File: src/rtl/relm_uart_fifo.sv
// relm_uart_fifo: full-duplex 8-bit UART with TX/RX FIFOs on a ReLM push/pop port.
// Define RELM_UART_PARITY_EN for 8E1 framing; the default build is 8N1.
`timescale 1ns/1ps
module relm_uart_fifo #(
  parameter int WD     = 32,
  parameter int CLKDIV = 145,
  parameter int OVS    = 3,
  parameter int WAD    = 4
) (
  input  logic        clk,
  input  logic        rst_n_in,
  input  logic        uart_in,
  output logic        uart_out,
  input  logic [WD:0] d_in,
  output logic [WD:0] q_out
);

  localparam int DEPTH = 1 << WAD;
  localparam int CW    = $clog2(CLKDIV);
  localparam int TW    = $clog2(OVS);
  localparam logic [CW-1:0] DIV_LAST  = CW'(CLKDIV - 1);
  localparam logic [TW-1:0] BIT_LAST  = TW'(OVS - 1);
  localparam logic [TW-1:0] HALF_LAST = TW'((OVS - 1) / 2 - 1);

  localparam logic [2:0] S_IDLE      = 3'd0;
  localparam logic [2:0] S_START     = 3'd1;
  localparam logic [2:0] S_DATA      = 3'd2;
`ifdef RELM_UART_PARITY_EN
  localparam logic [2:0] S_PARITY    = 3'd3;
`endif
  localparam logic [2:0] S_STOP      = 3'd4;
  localparam logic [2:0] S_WAIT_HIGH = 3'd5;

  logic [CW-1:0] div_cnt;
  logic          tick;
  logic          rx_meta, rx_sync;
  logic          tx_wr_req, rx_pop_req, clr_req;
  logic          unused_cmd;

  assign tick       = (div_cnt == DIV_LAST);
  assign tx_wr_req  = d_in[WD-1];
  assign rx_pop_req = d_in[WD-2];
  assign clr_req    = d_in[WD-3];
  assign unused_cmd = ^d_in;

  always_ff @(posedge clk or negedge rst_n_in)
    if (!rst_n_in)  div_cnt <= '0;
    else if (tick)  div_cnt <= '0;
    else            div_cnt <= div_cnt + 1'b1;

  always_ff @(posedge clk or negedge rst_n_in)
    if (!rst_n_in) begin
      rx_meta <= 1'b1;
      rx_sync <= 1'b1;
    end else begin
      rx_meta <= uart_in;
      rx_sync <= rx_meta;
    end

  // ---------------- RX FIFO: extra pointer bit separates full from empty
  logic [8:0]   rx_mem [DEPTH];
  logic [WAD:0] rx_wp, rx_rp;
  logic         rx_empty, rx_full, rx_pop, rx_push, rx_wr, ovr_set, overrun;
  logic [8:0]   rx_word, rx_head;

  assign rx_empty = (rx_wp == rx_rp);
  assign rx_full  = (rx_wp[WAD] != rx_rp[WAD]) && (rx_wp[WAD-1:0] == rx_rp[WAD-1:0]);
  assign rx_pop   = rx_pop_req && !rx_empty;
  assign rx_wr    = rx_push && (!rx_full || rx_pop);
  assign ovr_set  = rx_push && rx_full && !rx_pop;
  assign rx_head  = rx_mem[rx_rp[WAD-1:0]];

  always_ff @(posedge clk)
    if (rx_wr) rx_mem[rx_wp[WAD-1:0]] <= rx_word;

  always_ff @(posedge clk or negedge rst_n_in)
    if (!rst_n_in) begin
      rx_wp   <= '0;
      rx_rp   <= '0;
      overrun <= 1'b0;
    end else begin
      if (rx_wr)        rx_wp <= rx_wp + 1'b1;
      if (rx_pop)       rx_rp <= rx_rp + 1'b1;
      if (ovr_set)      overrun <= 1'b1;
      else if (clr_req) overrun <= 1'b0;
    end

  // ---------------- RX FSM
  logic [2:0]    rx_state, rx_bcnt;
  logic [TW-1:0] rx_tcnt;
  logic [7:0]    rx_shift;
`ifdef RELM_UART_PARITY_EN
  logic          rx_par_err;
  assign rx_word = {~rx_sync | rx_par_err, rx_shift};
`else
  assign rx_word = {~rx_sync, rx_shift};
`endif
  assign rx_push = tick && (rx_state == S_STOP) && (rx_tcnt == BIT_LAST);

  always_ff @(posedge clk or negedge rst_n_in)
    if (!rst_n_in) begin
      rx_state   <= S_IDLE;
      rx_tcnt    <= '0;
      rx_bcnt    <= '0;
      rx_shift   <= '0;
`ifdef RELM_UART_PARITY_EN
      rx_par_err <= 1'b0;
`endif
    end else if (tick) begin
      case (rx_state)
        S_IDLE:
          if (!rx_sync) begin
            rx_state <= S_START;
            rx_tcnt  <= '0;
          end
        S_START:
          if (rx_tcnt != HALF_LAST) rx_tcnt <= rx_tcnt + 1'b1;
          else begin
            rx_tcnt  <= '0;
            rx_bcnt  <= '0;
            rx_state <= rx_sync ? S_IDLE : S_DATA;
          end
        S_DATA:
          if (rx_tcnt != BIT_LAST) rx_tcnt <= rx_tcnt + 1'b1;
          else begin
            rx_tcnt  <= '0;
            rx_shift <= {rx_sync, rx_shift[7:1]};
            rx_bcnt  <= rx_bcnt + 1'b1;
`ifdef RELM_UART_PARITY_EN
            if (rx_bcnt == 3'd7) rx_state <= S_PARITY;
`else
            if (rx_bcnt == 3'd7) rx_state <= S_STOP;
`endif
          end
`ifdef RELM_UART_PARITY_EN
        S_PARITY:
          if (rx_tcnt != BIT_LAST) rx_tcnt <= rx_tcnt + 1'b1;
          else begin
            rx_tcnt    <= '0;
            rx_par_err <= rx_sync ^ (^rx_shift);
            rx_state   <= S_STOP;
          end
`endif
        S_STOP:
          if (rx_tcnt != BIT_LAST) rx_tcnt <= rx_tcnt + 1'b1;
          else begin
            rx_tcnt  <= '0;
            rx_state <= rx_sync ? S_IDLE : S_WAIT_HIGH;
          end
        S_WAIT_HIGH:
          if (rx_sync) rx_state <= S_IDLE;
        default: rx_state <= S_IDLE;
      endcase
    end

  // ---------------- TX FIFO
  logic [7:0]   tx_mem [DEPTH];
  logic [WAD:0] tx_wp, tx_rp;
  logic         tx_empty, tx_full, tx_wr, tx_load;
  logic [7:0]   tx_head;

  assign tx_empty = (tx_wp == tx_rp);
  assign tx_full  = (tx_wp[WAD] != tx_rp[WAD]) && (tx_wp[WAD-1:0] == tx_rp[WAD-1:0]);
  assign tx_wr    = tx_wr_req && !tx_full;
  assign tx_head  = tx_mem[tx_rp[WAD-1:0]];

  always_ff @(posedge clk)
    if (tx_wr) tx_mem[tx_wp[WAD-1:0]] <= d_in[7:0];

  always_ff @(posedge clk or negedge rst_n_in)
    if (!rst_n_in) begin
      tx_wp <= '0;
      tx_rp <= '0;
    end else begin
      if (tx_wr)   tx_wp <= tx_wp + 1'b1;
      if (tx_load) tx_rp <= tx_rp + 1'b1;
    end

  // ---------------- TX FSM: a queued byte loads straight from STOP so frames run gap-free
  logic [2:0]    tx_state, tx_bcnt;
  logic [TW-1:0] tx_tcnt;
  logic [7:0]    tx_shift;
`ifdef RELM_UART_PARITY_EN
  logic          tx_par;
`endif
  assign tx_load = tick && !tx_empty &&
                   ((tx_state == S_IDLE) || ((tx_state == S_STOP) && (tx_tcnt == BIT_LAST)));

  always_ff @(posedge clk or negedge rst_n_in)
    if (!rst_n_in) begin
      tx_state <= S_IDLE;
      tx_tcnt  <= '0;
      tx_bcnt  <= '0;
      tx_shift <= '0;
      uart_out <= 1'b1;
`ifdef RELM_UART_PARITY_EN
      tx_par   <= 1'b0;
`endif
    end else if (tx_load) begin
      tx_state <= S_START;
      tx_tcnt  <= '0;
      tx_shift <= tx_head;
      uart_out <= 1'b0;
`ifdef RELM_UART_PARITY_EN
      tx_par   <= ^tx_head;
`endif
    end else if (tick && (tx_state != S_IDLE)) begin
      if (tx_tcnt != BIT_LAST) tx_tcnt <= tx_tcnt + 1'b1;
      else begin
        tx_tcnt <= '0;
        case (tx_state)
          S_START: begin
            tx_state <= S_DATA;
            tx_bcnt  <= '0;
            uart_out <= tx_shift[0];
          end
          S_DATA:
            if (tx_bcnt == 3'd7) begin
`ifdef RELM_UART_PARITY_EN
              tx_state <= S_PARITY;
              uart_out <= tx_par;
`else
              tx_state <= S_STOP;
              uart_out <= 1'b1;
`endif
            end else begin
              tx_bcnt  <= tx_bcnt + 1'b1;
              tx_shift <= {1'b0, tx_shift[7:1]};
              uart_out <= tx_shift[1];
            end
`ifdef RELM_UART_PARITY_EN
          S_PARITY: begin
            tx_state <= S_STOP;
            uart_out <= 1'b1;
          end
`endif
          default: begin
            tx_state <= S_IDLE;
            uart_out <= 1'b1;
          end
        endcase
      end
    end

  // ---------------- status word; head fields read as zero while the RX FIFO is empty
  logic [WD:0] status;

  always_comb begin
    status       = '0;
    status[WD-1] = !tx_full;
    status[WD-2] = !rx_empty;
    status[WD-3] = overrun;
    if (!rx_empty) begin
      status[WD-4] = rx_head[8];
      status[7:0]  = rx_head[7:0];
    end
  end

  always_ff @(posedge clk or negedge rst_n_in)
    if (!rst_n_in) q_out <= '0;
    else           q_out <= status;

endmodule

File: config.mk
export PLATFORM = sky130hd
export DESIGN_NAME = relm_uart_fifo
export DESIGN_NICKNAME = d
export VERILOG_FILES = /design/src/rtl/relm_uart_fifo.sv
export SDC_FILE = /design/constraint.sdc
export NUM_CORES = 1
export LEC_CHECK = 0
export ABC_CLOCK_PERIOD_IN_PS = 2400
export BUFFER_PORTS_ARGS = -buffer_cell sky130_fd_sc_hd__clkbuf_2
export CAP_MARGIN = 15
export CORE_MARGIN = 4
export CORE_UTILIZATION = 25
export DETAILED_ROUTE_END_ITERATION = 8
export SLEW_MARGIN = 30
export SYNTH_ARGS = -nofsm -noshare
export SYNTH_HDL_FRONTEND = slang
export SYNTH_SLANG_ARGS = --single-unit
File: constraint.sdc
create_clock -name clk -period 2.4 [get_ports clk]
set_input_delay 0.36 -clock clk [delete_from_list [all_inputs] [get_ports clk]]
set_output_delay 0.36 -clock clk [all_outputs]
set_load 0.1 [all_outputs]
Word-level counts from Yosys, hierarchy flattened:

Memories as Yosys holds them, arrays and structs flattened.
Cells that the tools add are included.

* register bits: 76
* memory bits (writable): 272
* input port bits: 36
* output and inout port bits: 34
* memories kept: 2

Memories
* rx_mem: depth 16, width 9, rd ports 1, clocked after memory_dff 0, wr ports 1, line 61 `logic [8:0] rx_mem [DEPTH];`
* tx_mem: depth 16, width 8, rd ports 1, clocked after memory_dff 0, wr ports 1, line 157 `logic [7:0] tx_mem [DEPTH];`

* add/subtract/negate cells: 9
* eq/ne operators: 30
* multiplexer cells: 45
* bitwise gates (word level): 4
* reduce and logical (&&, ||, !) cells: 39

Operators by type and width (count)
* 8-bit two-way mux: 7
* 3-bit two-way mux: 14
* 2-bit != test, second input constant: 11
* 5-bit by 1-bit adder with 5-bit output, second input constant: 4
* 3-bit one-hot mux with 2 select lines: 3
* 3-bit equality test, second input constant: 5
* 3-bit one-hot mux with 5 select lines: 1
* 2-bit two-way mux: 7
* 1-bit logical AND: 13
* 2-bit nonzero test: 6
* 1-bit two-way mux: 11
* 5-bit equality test: 2
* 3-bit AND reduction: 3
* 8-bit by 1-bit adder with 8-bit output, second input constant: 1
* 4-bit equality test: 2
* 8-bit equality test, second input constant: 1
* 4-bit AND reduction: 2
* 7-bit AND reduction: 1
* 3-bit by 1-bit adder with 3-bit output, second input constant: 2
* 3-bit by 1-bit equality test with 1-bit output, second input constant: 2
* 3-bit by 2-bit equality test with 1-bit output, second input constant: 2
* 3-bit zero test: 2
* 2-bit one-hot mux with 3 select lines: 1
* 3-bit nonzero test: 2
* other kinds (11): 22

Longest topological paths before layout:

* word-level depth: 7
* gate-level depth with buffers: 9

Least setup slack after synthesis:

No wires, ideal clock.

* kind: register to register
* start: reg div_cnt[0]
* end: mem rx_mem[3][0] (enable)
* library setup time: 387 ps
* arrival: 2276 ps
* required time: 2013 ps
* path slack: -263 ps
* stages on the path, launching flop included: 8
* path buffers: 0
* period minus slack after synthesis: 2663 ps
* cell sequence: dfrtp_1 -> inv_1 -> ha_1 -> and4bb_2 -> nand3_2 -> a2111oi_4 -> nand2_1 -> nor3_1

* cells in the longest elaborated chain, start to end: 6

Ends and longest elaborated chain
* start, declared: line 34 `logic [CW-1:0] div_cnt;`
* start signal, assigned: line 49 `else div_cnt <= div_cnt + 1'b1;`
* 8-bit equality test: line 40 `assign tick = (div_cnt == DIV_LAST);`
* 1-bit logical AND (2 in series): line 98 `assign rx_push = tick && (rx_state == S_STOP) && (rx_tcnt == BIT_LAST);`
* 1-bit logical AND: line 69 `assign rx_wr = rx_push && (!rx_full || rx_pop);`
* 1-bit two-way mux: line 74 `if (rx_wr) rx_mem[rx_wp[WAD-1:0]] <= rx_word;`
* 1-bit two-way mux (implied by the code): line 74
* end, declared: line 61

Every way passes these cells.

Worst setup path in the final report:

* start: reg tx_wp[1]
* end: mem tx_mem[4][0] (enable)

* cells in the longest elaborated chain, start to end: 6

Ends and longest elaborated chain
* start, declared: line 158 `logic [WAD:0] tx_wp, tx_rp;`
* start signal, assigned: line 175 `if (tx_wr) tx_wp <= tx_wp + 1'b1;`
* 4-bit equality test: line 163 `assign tx_full = (tx_wp[WAD] != tx_rp[WAD]) && (tx_wp[WAD-1:0] == tx_rp[WAD-1:0]);`
* 1-bit logical AND: line 163
* 1-bit zero test: line 164 `assign tx_wr = tx_wr_req && !tx_full;`
* 1-bit logical AND: line 164
* 1-bit two-way mux: line 168 `if (tx_wr) tx_mem[tx_wp[WAD-1:0]] <= d_in[7:0];`
* 1-bit two-way mux (implied by the code): line 168
* end, declared: line 157

Several ways; a longest one is shown, not always the timed one.

==> results.md <==
* Status: completed
* PwrDens at 905.5 mW/mm²
* Final core occ at 29.60%
* DR vias at 6970
* Reg power frac at 46.2%
* First-pass GRT wire length at 42240 µm
* Compound-Gate Fraction of Synth Area at 3.746%
* Crit path required time at 2.53 ns
* Flop-to-flop setup slack at 0.19 ns
* Clock skew at 0.02565 ns
* LEAKAGE at 0.006140 µW
* Setup Crit Path Kind: flip-flop to flip-flop
* Worst hold path class: input pin to flip-flop
* Max Buffers Root-to-Sink at 3
* Routability cong. at 0.7176
* Clock Tree Root: clkbuf_16
* Seq/Total Area, Yosys at 70.80%
* DRC at 0
* Area after DPL at 0.01550 mm²
* VDD IR-drop max at 851.0 µV
* Final hold violation count at 0
* Final min period at 2.206 ns
* Post-synthesis simple-gate area fraction at 5.312%
* Register bit total from synthesis at 348
* Hpwl dp at 16870 µm
* Net Sw Power at 4150 µW
* GR Overflow Total at 0
* Combinational Power Share at 16.9%
* Critical Path Sink Type: flip-flop
* Hold Crit Depth at 3
* Setup Viol. Count Final at 0
* Maximum net fanout on the critical path at 8
* Worst r2r path cells at 5
* Share of power burned in the clock network at 36.8%
* Async set or reset register ratio after synthesis at 21.84%
* H-tree lvl count at 2
* Critical path cell sequence: xor2_1, nor4_2, a21boi_2, nand2_1, nor2_1
* Drt via density at 4.176
* Final design instance area without fill at 0.01669 mm²
* Total CTS buffers at 34
* Post-synth EDFFs at 272
* Largest family of logic cells by synthesized area: multiplexers
* Top_reg_cell synth: edfxtp_1
* Initial Util at 25.23%
* Pin count of the biggest net entering global routing at 77
* DRT Wirelength at 26730 µm
* Wirelength per Cell at 16.01 µm
* Die ar. at 0.06079 mm²
* Vias in the first global route at 7440
* Total GRT Usage at 8.842%
* Placed cells at 1607
* Post-Syn Area at 0.01423 mm²
* Commonest non-fill, non-tap cell in the layout: edfxtp_1
* Initial antenna violation count at 0
* I/O Pins at 70
* R2r endpoint: tx_mem[4][0]
* Remaining antenna violation count at 0
* Max stage delay cell, worst path: nor2_1
* Syn-to-layout area delta at 17.31%
* Chip Width at 246.6 µm
* Commonest non-fill, non-tap cells in the layout: edfxtp_1 (272), dfrtp_1 (71), mux4_2 (68)
* Final Max Slew Viols at 0
* Slew HR at 49.85%
* R2r startpoint: tx_wp[1]
* Core area at 0.05639 mm²
* Worst skew pair latency at 0.52 ns
* Hold EP: overrun
* Worst-margin pin slew at 0.7495 ns
* Synth warn at 0
* Hold Path Origin: d_in[29]
* ANT cells at 0
* Period utilization at 91.91%
* Initial detailed-routing violation count at 391
* DR pass1 iterations at 7
* Final Net Count at 946
* Mapped Cells at 812
* CTS tree: done
* Worst EP arrival at 2.34 ns
* Share of layout cells above drive strength 1 at 24.86%
* Number of buffers added for setup after CTS at 0
* Worst Setup Start Kind: flip-flop
* Worst path max stage delay at 0.61 ns
* Sw frac at 27.46%
* # clock sinks at 348
* Port Buffers at 26
* Fin cells at 1669
* RSZ-0062 raised after global routing: false
* Distinct cells, synth at 52
* Syn Area/Cell at 17.52 µm²
* Post-synthesis xor/xnor area fraction at 2.031%
* Max-Cap Viols at 0
* Worst-path clk slew at 0.06 ns
* FMAX at 0.4534 GHz
* Adder-cell share of the synthesized area at 1.847%
* Internal power at 10960 µW
* Row cnt at 87
* Mux contribution to synthesized area at 13.33%
* Chip height at 246.6 µm
how the worst max path moves through the flow:
stage                           from             to  slack, ns
final                       tx_wp[1]   tx_mem[4][0]       0.19
after global placement      tx_wp[1]  tx_mem[11][4]       0.09
after global routing        tx_wp[1]  tx_mem[13][0]     0.0007
after detailed placement    tx_wp[1]  tx_mem[10][3]       0.04
after floorplan           div_cnt[0]   rx_mem[0][0]      -0.24
after CTS                   tx_wp[1]  tx_mem[10][0]       0.03
power groups by stage:
stage / Sequential, µW / Clock, µW / Combinational, µW
6_report: 6990 / 5570 / 2560
5_1_grt: 7030 / 5980 / 2760
4_1_cts: 6990 / 5730 / 2590
3_5_place_dp: 7120 / 0 / 2590
3_3_place_gp: 7110 / 0 / 2560
2_1_floorplan: 7570 / 0 / 1490
layer usage:
layer  wire (µm)  GRT usage, %  share of wire [%]
met2       13030         14.83                 49
met4         400         1.902                1.5
met1       11810         11.60                 44
met5           0             0                  0
met3        1493         2.264                5.6
cells in the mapped netlist, drive strengths merged, types with 8 or more instances:
cell | instances | area (µm²)
clkbuf | 10 | 37.54
ha | 21 | 262.8
a211oi | 18 | 135.1
mux2 | 12 | 135.1
edfxtp | 272 | 8168
nand2b | 9 | 56.30
buf | 46 | 296.5
a22oi | 18 | 135.1
mux4 | 68 | 1531
nand2 | 45 | 168.9
xor2 | 16 | 140.1
nor2b | 13 | 81.33
mux2i | 23 | 230.2
nor2 | 42 | 160.2
nand3 | 8 | 45.04
inv | 21 | 78.83
xnor2 | 17 | 148.9
a21oi | 13 | 65.06
dfrtp | 73 | 1827
o21ai | 14 | 70.07
nor3 | 14 | 70.07
kinds of logic after synthesis:
kind of cell / after synthesis
AND/OR/NAND/NOR: 153
AO/OA/AOI/OAI: 76
buffers and inverters: 77
other: 1
flip-flops: 348
adder cells (fa/ha/maj): 21
multiplexers: 103
XOR/XNOR: 33
sequential cells by signal, summed over array words and instances (netlist names):
| signal | count |
|---|---|
| tx_shift | 8 |
| uart_out | 1 |
| tx_state | 3 |
| tx_bcnt | 3 |
| overrun | 1 |
| tx_rp | 5 |
| rx_shift | 8 |
| tx_mem | 128 |
| q_out | 12 |
| rx_wp | 5 |
| tx_wp | 5 |
| rx_mem | 144 |
| rx_meta | 1 |
| div_cnt | 8 |
| rx_state | 3 |
| rx_bcnt | 3 |
| rx_rp | 5 |
| rx_sync | 1 |
| rx_tcnt | 2 |
| tx_tcnt | 2 |
timing repair:
| item | 4_1_cts | 5_1_grt |
|---|---|---|
| resized for setup | 0 | 8 |
| hold buffers | 2 | 0 |
| endpoints found under the hold margin | 74 | 0 |
| setup endpoints to repair | 0 | 45 |
worst max-delay path, delay by kind of cell, from the launching register on:
kind | cells | cell delay [ns]
xor gates and xnor gates | 1 | 0.22
AOI/OAI and AO/OA | 1 | 0.28
DFF | 1 | 0.43
and+or+nand+nor | 3 | 0.90
through the flow:
stage	setup TNS [ns]	hold slack [ns]	worst slack, ns	power, µW
after floorplan	-6.766	0.06441	-0.2404	9060
after detailed placement	0	0.3470	0.04491	9706
after global placement	0	0.3523	0.09186	9665
final	0	0.2429	0.1942	15110
after global routing	0	0.2461	0.0007498	15760
after CTS	0	0.2194	0.03101	15310
final cells by class:
class / instances / area (µm²)
sequential: 348 / 10080
fill: 5586 / 39700
tap: 756 / 945.9
inverter: 21 / 78.83
timing repair buffer: 77 / 595.6
clock buffer: 44 / 919.6
clock inverter: 16 / 227.7
multi-input combinational: 407 / 3846
No activity file was read; power rests on OpenSTA's default activity.
